==> config.mk <==
export PLATFORM = sky130hd
export DESIGN_NAME = aibnd_dll_ctrl_flat
export DESIGN_NICKNAME = d
export VERILOG_FILES = /design/src/rtl/aibnd_dll_ctrl_if.sv /design/src/rtl/aibnd_dll_ctrl.sv /design/src/flat_wrapper.sv
export SDC_FILE = /design/constraint.sdc
export NUM_CORES = 1
export LEC_CHECK = 0
export BUFFER_PORTS_ARGS = -buffer_cell sky130_fd_sc_hd__buf_2
export CAP_MARGIN = 0
export CORE_UTILIZATION = 35
export CTS_CLUSTER_SIZE = 30
export DETAILED_ROUTE_END_ITERATION = 10
export GPL_TIMING_DRIVEN = 0
export HOLD_SLACK_MARGIN = 0.02
export PLACE_DENSITY_LB_ADDON = 0.1
export RECOVER_POWER = 100
export SLEW_MARGIN = 30
export SYNTH_ARGS = -nofsm -noshare
export SYNTH_HDL_FRONTEND = slang
export SYNTH_SLANG_ARGS = --single-unit
==> constraint.sdc <==
create_clock -name clk_dcd -period 3.64 [get_ports clk_dcd]
set_input_delay 0.182 -clock clk_dcd [delete_from_list [all_inputs] [get_ports clk_dcd]]
set_output_delay 0.182 -clock clk_dcd [all_outputs]
set_load 0.005 [all_outputs]
==> src/rtl/aibnd_dll_ctrl_if.sv <==
// rtl/aibnd_dll_ctrl_if.sv - delay-line and phase-detector signal bundle for the AIB DLL lock controller
`timescale 1ns/1ps
interface aibnd_dll_ctrl_if;
    logic       launch;
    logic       measure;
    logic       t_up;
    logic       t_down;
    logic [2:0] i_gray;
    logic [6:0] f_gray;
    logic [9:0] pvt_ref_half_gry;

    modport master (
        output launch, measure, i_gray, f_gray, pvt_ref_half_gry,
        input  t_up, t_down
    );

    modport slave (
        input  launch, measure, i_gray, f_gray, pvt_ref_half_gry,
        output t_up, t_down
    );
endinterface

==> src/rtl/aibnd_dll_ctrl.sv <==
// rtl/aibnd_dll_ctrl.sv - AIB DLL/DCC lock controller: launch/measure sequencing and binary delay-code search
`timescale 1ns/1ps
module aibnd_dll_ctrl #(
    parameter int SETTLE_CYC = 4,
    parameter int PD_CYC     = 4,
    parameter int STEP_INIT  = 64,
    parameter int LOCK_REV   = 4,
    parameter int MAX_ITER   = 2047,
    parameter int INIT_CODE  = 512
) (
    input  logic             clk_dcd,
    input  logic             dll_reset,
    input  logic             dll_en,
    input  logic             rb_cont_cal,
    aibnd_dll_ctrl_if.master dl,
    output logic             dll_lock,
    output logic             dll_err,
    output logic [9:0]       code_bin
);
    typedef enum logic [2:0] {
        S_IDLE, S_LAUNCH, S_SETTLE, S_MEAS, S_PDWAIT, S_EVAL, S_LOCKED, S_ERR
    } state_t;
    typedef enum logic [1:0] {DIR_NONE, DIR_UP, DIR_DN} dir_t;

    state_t      state, state_nxt;
    dir_t        last_dir, last_dir_nxt;
    logic [9:0]  step, step_nxt, code_nxt, mv;
    logic [10:0] sum;
    logic [7:0]  rev_cnt, rev_nxt;
    logic [11:0] iter;
    logic [15:0] cnt;
    logic [1:0]  up_sync, dn_sync;
    logic        dir_up, dir_dn, reversal, lock_hit;

    function automatic logic [9:0] split_gray(input logic [9:0] b);
        return {b[9:7] ^ {1'b0, b[9:8]}, b[6:0] ^ {1'b0, b[6:1]}};
    endfunction

    function automatic logic [9:0] half_gray(input logic [9:0] b);
        logic [9:0] h;
        h = {1'b0, b[9:1]};
        return {h[6:0] ^ {1'b0, h[6:1]}, h[9:7] ^ {1'b0, h[9:8]}};
    endfunction

    // PD outputs are asynchronous to clk_dcd
    always_ff @(posedge clk_dcd) begin
        if (dll_reset) begin
            up_sync <= 2'b00;
            dn_sync <= 2'b00;
        end else begin
            up_sync <= {up_sync[0], dl.t_up};
            dn_sync <= {dn_sync[0], dl.t_down};
        end
    end

    always_ff @(posedge clk_dcd) begin
        if (dll_reset) state <= S_IDLE;
        else           state <= state_nxt;
    end

    // Search decision; only committed in EVAL. Once locked the search degenerates to +/-1 tracking.
    always_comb begin
        dir_up       = up_sync[1] & ~dn_sync[1];
        dir_dn       = dn_sync[1] & ~up_sync[1];
        reversal     = (dir_up && last_dir == DIR_DN) || (dir_dn && last_dir == DIR_UP);
        step_nxt     = step;
        rev_nxt      = rev_cnt;
        last_dir_nxt = last_dir;
        code_nxt     = code_bin;
        if (reversal && !dll_lock) begin
            step_nxt = (step > 10'd1) ? (step >> 1) : 10'd1;
            if (step_nxt == 10'd1) rev_nxt = rev_cnt + 8'd1;
        end
        mv  = dll_lock ? 10'd1 : step_nxt;
        sum = {1'b0, code_bin} + {1'b0, mv};
        if (dir_up) begin
            code_nxt     = sum[10] ? 10'h3ff : sum[9:0];
            last_dir_nxt = DIR_UP;
        end else if (dir_dn) begin
            code_nxt     = (code_bin < mv) ? 10'd0 : (code_bin - mv);
            last_dir_nxt = DIR_DN;
        end
        lock_hit = !dll_lock && (rev_nxt >= 8'(LOCK_REV));
    end

    always_comb begin
        state_nxt = state;
        if (!dll_en) begin
            state_nxt = S_IDLE;
        end else begin
            case (state)
                S_IDLE:   state_nxt = S_LAUNCH;
                S_LAUNCH: state_nxt = S_SETTLE;
                S_SETTLE: if (cnt == 16'd0) state_nxt = S_MEAS;
                S_MEAS:   state_nxt = S_PDWAIT;
                S_PDWAIT: if (cnt == 16'd0) state_nxt = S_EVAL;
                S_EVAL: begin
                    if (dll_lock || lock_hit)            state_nxt = S_LOCKED;
                    else if (iter == 12'(MAX_ITER - 1))  state_nxt = S_ERR;
                    else                                 state_nxt = S_LAUNCH;
                end
                S_LOCKED: if (rb_cont_cal) state_nxt = S_LAUNCH;
                S_ERR:    state_nxt = S_ERR;
                default:  state_nxt = S_IDLE;
            endcase
        end
    end

    always_comb begin
        dl.launch  = (state == S_LAUNCH);
        dl.measure = (state == S_MEAS);
        dll_err    = (state == S_ERR);
    end

    // Dropping dll_en keeps the code so a re-enable resumes from the last position.
    always_ff @(posedge clk_dcd) begin
        if (dll_reset) begin
            code_bin               <= 10'(INIT_CODE);
            {dl.i_gray, dl.f_gray} <= split_gray(10'(INIT_CODE));
            dl.pvt_ref_half_gry    <= 10'd0;
            step                   <= 10'(STEP_INIT);
            rev_cnt                <= 8'd0;
            iter                   <= 12'd0;
            last_dir               <= DIR_NONE;
            cnt                    <= 16'd0;
            dll_lock               <= 1'b0;
        end else if (!dll_en) begin
            step     <= 10'(STEP_INIT);
            rev_cnt  <= 8'd0;
            iter     <= 12'd0;
            last_dir <= DIR_NONE;
            dll_lock <= 1'b0;
        end else begin
            case (state)
                S_LAUNCH: cnt <= 16'(SETTLE_CYC - 1);
                S_MEAS:   cnt <= 16'(PD_CYC - 1);
                S_SETTLE, S_PDWAIT: if (cnt != 16'd0) cnt <= cnt - 16'd1;
                S_EVAL: begin
                    code_bin               <= code_nxt;
                    {dl.i_gray, dl.f_gray} <= split_gray(code_nxt);
                    step                   <= step_nxt;
                    rev_cnt                <= rev_nxt;
                    last_dir               <= last_dir_nxt;
                    if (!dll_lock) iter <= iter + 12'd1;
                    if (dll_lock || lock_hit) begin
                        dll_lock            <= 1'b1;
                        dl.pvt_ref_half_gry <= half_gray(code_nxt);
                    end
                end
                default: ;
            endcase
        end
    end
endmodule

==> src/flat_wrapper.sv <==
// flat-port wrapper written by rule: the top's interface ports become plain ports
module aibnd_dll_ctrl_flat 
#(
    parameter int SETTLE_CYC = 4,
    parameter int PD_CYC     = 4,
    parameter int STEP_INIT  = 64,
    parameter int LOCK_REV   = 4,
    parameter int MAX_ITER   = 2047,
    parameter int INIT_CODE  = 512
)
  (clk_dcd, dll_reset, dll_en, rb_cont_cal, dll_lock, dll_err, code_bin, dl_launch, dl_measure, dl_i_gray, dl_f_gray, dl_pvt_ref_half_gry, dl_t_up, dl_t_down);
  aibnd_dll_ctrl_if dl_i ();
  input  logic clk_dcd;
  input  logic dll_reset;
  input  logic dll_en;
  input  logic rb_cont_cal;
  output logic dll_lock;
  output logic dll_err;
  output logic [9:0] code_bin;
  output wire logic [$bits(dl_i.launch)-1:0] dl_launch;
  output wire logic [$bits(dl_i.measure)-1:0] dl_measure;
  output wire logic [$bits(dl_i.i_gray)-1:0] dl_i_gray;
  output wire logic [$bits(dl_i.f_gray)-1:0] dl_f_gray;
  output wire logic [$bits(dl_i.pvt_ref_half_gry)-1:0] dl_pvt_ref_half_gry;
  input wire logic [$bits(dl_i.t_up)-1:0] dl_t_up;
  input wire logic [$bits(dl_i.t_down)-1:0] dl_t_down;
  assign dl_launch = dl_i.launch;
  assign dl_measure = dl_i.measure;
  assign dl_i_gray = dl_i.i_gray;
  assign dl_f_gray = dl_i.f_gray;
  assign dl_pvt_ref_half_gry = dl_i.pvt_ref_half_gry;
  assign dl_i.t_up = dl_t_up;
  assign dl_i.t_down = dl_t_down;
  aibnd_dll_ctrl #(.SETTLE_CYC(SETTLE_CYC), .PD_CYC(PD_CYC), .STEP_INIT(STEP_INIT), .LOCK_REV(LOCK_REV), .MAX_ITER(MAX_ITER), .INIT_CODE(INIT_CODE)) u_core (.clk_dcd(clk_dcd), .dll_reset(dll_reset), .dll_en(dll_en), .rb_cont_cal(rb_cont_cal), .dl(dl_i), .dll_lock(dll_lock), .dll_err(dll_err), .code_bin(code_bin));
endmodule
Word-level counts from Yosys, hierarchy flattened
Index checks and enable logic that the tools add are counted.
Storage, ports and cells
  register bits: 86
  input bits: 6
  output and inout port bits: 34
Operators by class
  add/subtract/negate cells: 5
  order comparisons: 3
  eq/ne operators: 15
  multiplexer cells: 19
  bitwise logic cells: 10
  reductions and logical operators: 22
Operators by type and width (number)
  2-to-1 mux 10 bit: 6
  one-hot mux 16 bit (2 select lines): 1
  one-hot mux 3 bit (8 select lines): 1
  logical NOT 16 bit: 1
  2-to-1 mux 16 bit: 1
  2-to-1 mux 8 bit: 2
  nonzero test 16 bit: 1
  subtractor 16 x 1 -> 16 bit (second input constant): 1
  2-to-1 mux 3 bit: 5
  bitwise XOR 7 x 6 -> 7 bit: 2
  adder 12 x 1 -> 12 bit (second input constant): 1
  equality test 12 x 11 -> 1 bit (second input constant): 1
  equality test 3 bit (second input constant): 4
  adder 10 x 10 -> 11 bit: 1
  equality test 10 x 1 -> 1 bit (second input constant): 1
  greater-than comparator 10 x 1 -> 1 bit (second input constant): 1
  less-than comparator 10 bit: 1
  subtractor 10 bit: 1
  2-to-1 mux 9 bit: 1
  AND reduction 3 bit: 3
  adder 8 x 1 -> 8 bit (second input constant): 1
  >= comparator 8 x 3 -> 1 bit (second input constant): 1
  AND reduction 2 bit: 4
  equality test 3 x 2 -> 1 bit (second input constant): 2
  16 further kinds: 30

Logic depth before layout (Yosys ltp)
  word-level depth: 12
  mapped depth: 19

Worst setup path after synthesis
Ideal clock, no wire load.
  path kind: reg-to-reg
  start point: register u_core.dn_sync[1]
  end point: register u_core.dl.pvt_ref_half_gry[8]
  data arrival time: 3729 ps
  required time: 3507 ps
  path slack: -222 ps
  cell stages (with the launch flop): 18
  path buffers: 2
  period minus slack after synthesis: 3862 ps
  cells stage by stage: dfxtp_1 inv_1 ha_1 nand3b_1 nand2_1 buf_1 mux2i_1 or2_2 ha_1 buf_2 nor2b_1 o21bai_1 a311oi_2 nor2_1 a221o_1 a22oi_1 xor2_1 a211oi_2
Between the ends
  longest elaborated chain between the ends: 12
RTL lines
  from (decl): RTL line aibnd_dll_ctrl.sv:32  | logic [1:0] up_sync, dn_sync;
  from (signal assigned): RTL line aibnd_dll_ctrl.sv:52  | dn_sync <= {dn_sync[0], dl.t_down};
  inverter 1 bit *: RTL line aibnd_dll_ctrl.sv:63  | dir_up = up_sync[1] & ~dn_sync[1];
  bitwise AND 1 bit *: RTL line aibnd_dll_ctrl.sv:63
  via u_core.dir_up: RTL line aibnd_dll_ctrl.sv:33  | logic dir_up, dir_dn, reversal, lock_hit;
  logical AND 1 bit: RTL line aibnd_dll_ctrl.sv:65  | reversal = (dir_up && last_dir == DIR_DN) || (dir_dn && last_dir == DIR_UP);
  logical OR 1 bit: RTL line aibnd_dll_ctrl.sv:65
  logical AND 1 bit: RTL line aibnd_dll_ctrl.sv:70  | if (reversal && !dll_lock) begin
  2-to-1 mux 10 bit: RTL line aibnd_dll_ctrl.sv:70
  2-to-1 mux 10 bit: RTL line aibnd_dll_ctrl.sv:74  | mv = dll_lock ? 10'd1 : step_nxt;
  subtractor 10 bit / less-than comparator 10 bit (equally long branches): RTL line aibnd_dll_ctrl.sv:80  | code_nxt = (code_bin < mv) ? 10'd0 : (code_bin - mv);
  2-to-1 mux 10 bit: RTL line aibnd_dll_ctrl.sv:80
  2-to-1 mux 10 bit: RTL line aibnd_dll_ctrl.sv:79  | end else if (dir_dn) begin
  2-to-1 mux 10 bit: RTL line aibnd_dll_ctrl.sv:76  | if (dir_up) begin
  bitwise XOR 7 x 6 -> 7 bit: RTL line aibnd_dll_ctrl.sv:42  | return {h[6:0] ^ {1'b0, h[6:1]}, h[9:7] ^ {1'b0, h[9:8]}};
  to (signal assigned): RTL line aibnd_dll_ctrl.sv:147  | dl.pvt_ref_half_gry <= half_gray(code_nxt);
  to (decl): RTL line aibnd_dll_ctrl_if.sv:13  | output launch, measure, i_gray, f_gray, pvt_ref_half_gry,
Mark *: on every way through the listed nets, which the timed path passes. The rest lies on a longest branch.
A chain may end at the register's enable or synchronous reset.

Worst setup path after layout
  start point: register u_core.up_sync[1]
  end point: register u_core.dl.f_gray[2]
Between the ends
  longest elaborated chain between the ends: 12
RTL lines
  from (decl): RTL line aibnd_dll_ctrl.sv:32
  from (signal assigned): RTL line aibnd_dll_ctrl.sv:51  | up_sync <= {up_sync[0], dl.t_up};
  inverter 1 bit: RTL line aibnd_dll_ctrl.sv:64  | dir_dn = dn_sync[1] & ~up_sync[1];
  bitwise AND 1 bit: RTL line aibnd_dll_ctrl.sv:64
  logical AND 1 bit: RTL line aibnd_dll_ctrl.sv:65
  logical OR 1 bit: RTL line aibnd_dll_ctrl.sv:65
  logical AND 1 bit: RTL line aibnd_dll_ctrl.sv:70
  2-to-1 mux 10 bit: RTL line aibnd_dll_ctrl.sv:70
  2-to-1 mux 10 bit: RTL line aibnd_dll_ctrl.sv:74
  subtractor 10 bit / less-than comparator 10 bit (equally long branches): RTL line aibnd_dll_ctrl.sv:80
  2-to-1 mux 10 bit: RTL line aibnd_dll_ctrl.sv:80
  2-to-1 mux 10 bit: RTL line aibnd_dll_ctrl.sv:79
  2-to-1 mux 10 bit *: RTL line aibnd_dll_ctrl.sv:76
  bitwise XOR 7 x 6 -> 7 bit *: RTL line aibnd_dll_ctrl.sv:36  | return {b[9:7] ^ {1'b0, b[9:8]}, b[6:0] ^ {1'b0, b[6:1]}};
  to (signal assigned): RTL line aibnd_dll_ctrl.sv:119  | {dl.i_gray, dl.f_gray} <= split_gray(10'(INIT_CODE));
  to (signal assigned): RTL line aibnd_dll_ctrl.sv:140  | {dl.i_gray, dl.f_gray} <= split_gray(code_nxt);
  to (decl): RTL line aibnd_dll_ctrl_if.sv:13
Every way passes the cells marked *; elsewhere a longest branch is shown, timed or not.

==> impl_metrics.env <==
export IMPL_status="completed"
export IMPL_cts_buffers=9
export IMPL_max_stage_delay_ns=0.38
export IMPL_finClkSkew_ns=0.00807
export IMPL_setup_viol_count_final=0
export IMPL_power_uw=2180
export IMPL_initial_core_util=0.359
export IMPL_max_cap_violations=0
export IMPL_wirelength_um=13100
export IMPL_grt_usage=0.186
export IMPL_fp_dieH_um=122
export IMPL_wl_per_cell_um=15.2
export IMPL_first_iter_violations=159
export IMPL_vias_per_cell=5.22
export IMPL_synthCells=606
export IMPL_synth_warnings=0
export IMPL_rsz0062_at_grt="yes"
export IMPL_h_tree_depth=3
export IMPL_diodes=0
export IMPL_worstMarginPinSlew_ns=0.712
export IMPL_ys_ff_latch=83
export IMPL_crit_slowest_cell="o311a_4"
export IMPL_die_w_um=122
export IMPL_ir_worst_vdd_mv=0.284
export IMPL_worstSetupEndpointType="flop"
export IMPL_grt_overflow=0
export IMPL_holdWs_ns=0.0651
export IMPL_grt_pass1_vias=4313
export IMPL_antenna_left=0
export IMPL_ys_seq_area_frac=0.332
export IMPL_grt_max_degree=15
export IMPL_finalHoldViolCount=0
export IMPL_worstPathRequired_ns=3.91
export IMPL_cp_startpoint="u_core.up_sync[1]$_SDFF_PP0_"
export IMPL_fin_setup_tns_ns=0
export IMPL_clockBufferDepth=2
export IMPL_rows=43
export IMPL_critical_path_buf_inv_count=3
export IMPL_netlist_area_sq_um=5000
export IMPL_fmax_mhz=275
export IMPL_arrival_ns=3.90
export IMPL_r2r_start="u_core.up_sync[1]$_SDFF_PP0_"
export IMPL_root_buffer="clkbuf_16"
export IMPL_crit_family="simple AND/OR/NAND/NOR gates"
export IMPL_synth_ff_type="dfxtp_1"
export IMPL_clk_latency_ns=0.34
export IMPL_synth_edf_count=0
export IMPL_pre_cts_ws_ns=-0.818
export IMPL_hold_class="input pin to flop"
export IMPL_cp_start_kind="flop"
export IMPL_dpl_cell_count=823
export IMPL_io_pins=40
export IMPL_dr_pass1_iters=4
export IMPL_dr_total_vias=4510
export IMPL_crit_path_cell_trace="inv_4, ha_4, nand3b_1, nand2_4, buf_6, nor2_4, a21oi_2, or2_4, ha_4, fa_2, nor2b_4, o21ai_4, a311oi_4, buf_12, o311a_4, o2bb2ai_4, xnor2_2, nor2_1, nor3_1"
export IMPL_cp_max_fo=5
export IMPL_drc=0
export IMPL_finalCritPeriodShare=0.998
export IMPL_dp_hpwl_um=9270
export IMPL_async_reset_ff_frac=0
export IMPL_grt_pass1_wl_um=21500
export IMPL_drive_above_1_share=0.219
export IMPL_nets=714
export IMPL_die_area_sq_um=14800
export IMPL_synthesis_nets=641
export IMPL_place_gp_congestion=0.820
export IMPL_fin_ws_ns=0.00798
export IMPL_p_leak_uw=0.00243
export IMPL_final_cell_count_no_fill=864
export IMPL_core_sq_um=13900
export IMPL_postSynthAreaPerCell_sq_um=8.25
export IMPL_critPathKind="flop to flop"
export IMPL_relSlewSlack=0.518
export IMPL_clk_pin_slew_ns=0.06
export IMPL_fin_crit_ns=3.63
export IMPL_tritoncts="done"
export IMPL_drv_slew=0
export IMPL_crit_top_cell="ha_4"
export IMPL_antenna_found_initial=0
export IMPL_p_per_area_nw_per_um2=340
export IMPL_worstHoldStart="dl_t_down"
export IMPL_yosysUniqueCellTypes=72
export IMPL_port_buffers=37
export IMPL_cts_sinks=83
export IMPL_area_growth_pct=28.5
registers in the layout, summed over array words and instances (netlist names), 3 cells and up:
| register | cells |
|---|---|
| u_core.state | 3 |
| u_core.code_bin | 10 |
| u_core.dl.f_gray | 6 |
| u_core.cnt | 16 |
| u_core.step | 10 |
| u_core.rev_cnt | 8 |
| u_core.dl.pvt_ref_half_gry | 9 |
| u_core.iter | 12 |
metrics by stage:
step	instance area, sq um	util
final	6430	0.461
after global routing	6430	0.461
after CTS	6190	0.444
after detailed placement	5410	0.388
after global placement	5410	0.388
after floorplan	5000	-
area by class of cell:
class / instances / area (sq um)
fillers: 1393 / 7510
well taps: 180 / 225
clock inverters: 5 / 85.1
inverters: 23 / 88.8
repair buffers: 63 / 393
flip-flops and latches: 83 / 1670
multi-input cells: 472 / 3570
plain buffers: 27 / 143
clock buffers: 11 / 253
final timing paths:
path	depth (start not counted)	to	slack [ns]
setup / recovery	19	u_core.dl.f_gray[2]$_SDFFE_PP0P_	0.008
hold / removal	2	u_core.dn_sync[0]$_SDFF_PP0_	0.07
setup reg to reg	19	u_core.dl.f_gray[2]$_SDFFE_PP0P_	0.008
hold reg to reg	1	u_core.up_sync[1]$_SDFF_PP0_	0.43
metal layers:
layer,share of wire,up-vias,GRT usage
met3,0.030,15,0.0281
met1,0.48,2154,0.243
met4,0.015,0,0.0718
met5,0,-,0
met2,0.47,66,0.306
li1,-,2275,-
where the power goes:
| part | internal (uW) | switching, uW |
|---|---|---|
| registers | 931 | 19.9 |
| clock network | 640 | 374 |
| logic | 93.5 | 127 |
synthesized netlist by cell type, types with 13 or more instances:
cell type,number,area share
nor2_1,86,0.065
a21oi_1,35,0.035
inv_1,22,0.017
nand3_1,15,0.015
ha_1,27,0.068
clkbuf_1,21,0.016
o21ai_0,13,0.013
mux2i_1,17,0.034
nor3_1,16,0.016
nand2_1,55,0.041
xor2_1,20,0.035
xnor2_1,21,0.037
or2_2,13,0.016
nor2b_1,17,0.021
dfxtp_1,83,0.33
kinds of logic (layout without fill, tap and decap cells):
kind of cell,after synthesis,in the layout,synth area share
AO/OA/AOI/OAI,111,111,0.159
multiplexers,17,17,0.0340
XOR/XNOR,41,41,0.0718
buffers and inverters,51,129,0.0438
flip-flops,83,83,0.332
adder cells (fa/ha/maj),29,29,0.0756
AND/OR/NAND/NOR,273,273,0.282
other,1,1,0.000750
layout by cell type, fill, tap and decap left out, types with 4 or more instances in the layout:
cell type	Yosys	layout
a21oi_1	35	34
nor4_1	4	4
and2_1	10	10
nor3b_1	5	5
and3_1	7	6
a21o_1	5	5
clkbuf_16	0	9
clkbuf_1	21	39
buf_6	2	7
nor2b_1	17	15
ha_4	0	9
nand3_1	15	15
nor3_1	16	14
nand2_1	55	53
buf_2	1	18
buf_4	3	22
xor2_1	20	20
ha_1	27	15
mux2i_1	17	17
or2_2	13	9
nand2b_1	4	4
nor2_1	86	84
o21ai_0	13	10
or2_4	0	4
xnor2_1	21	17
or3_1	7	6
nand3b_1	7	7
dfxtp_1	83	81
inv_1	22	20
nand4_1	10	10
a211oi_1	6	5
timing repair:
| item | 4_1_cts | 5_1_grt |
|---|---|---|
| hold buffers | 0 | 0 |
| resized for setup | 67 | 33 |
| buffers inserted | 12 | 13 |
| gates cloned | 1 | 0 |
| pin swaps | 30 | 32 |
| endpoints found under the setup margin | 27 | 26 |
(Power assumes the default switching activity.)
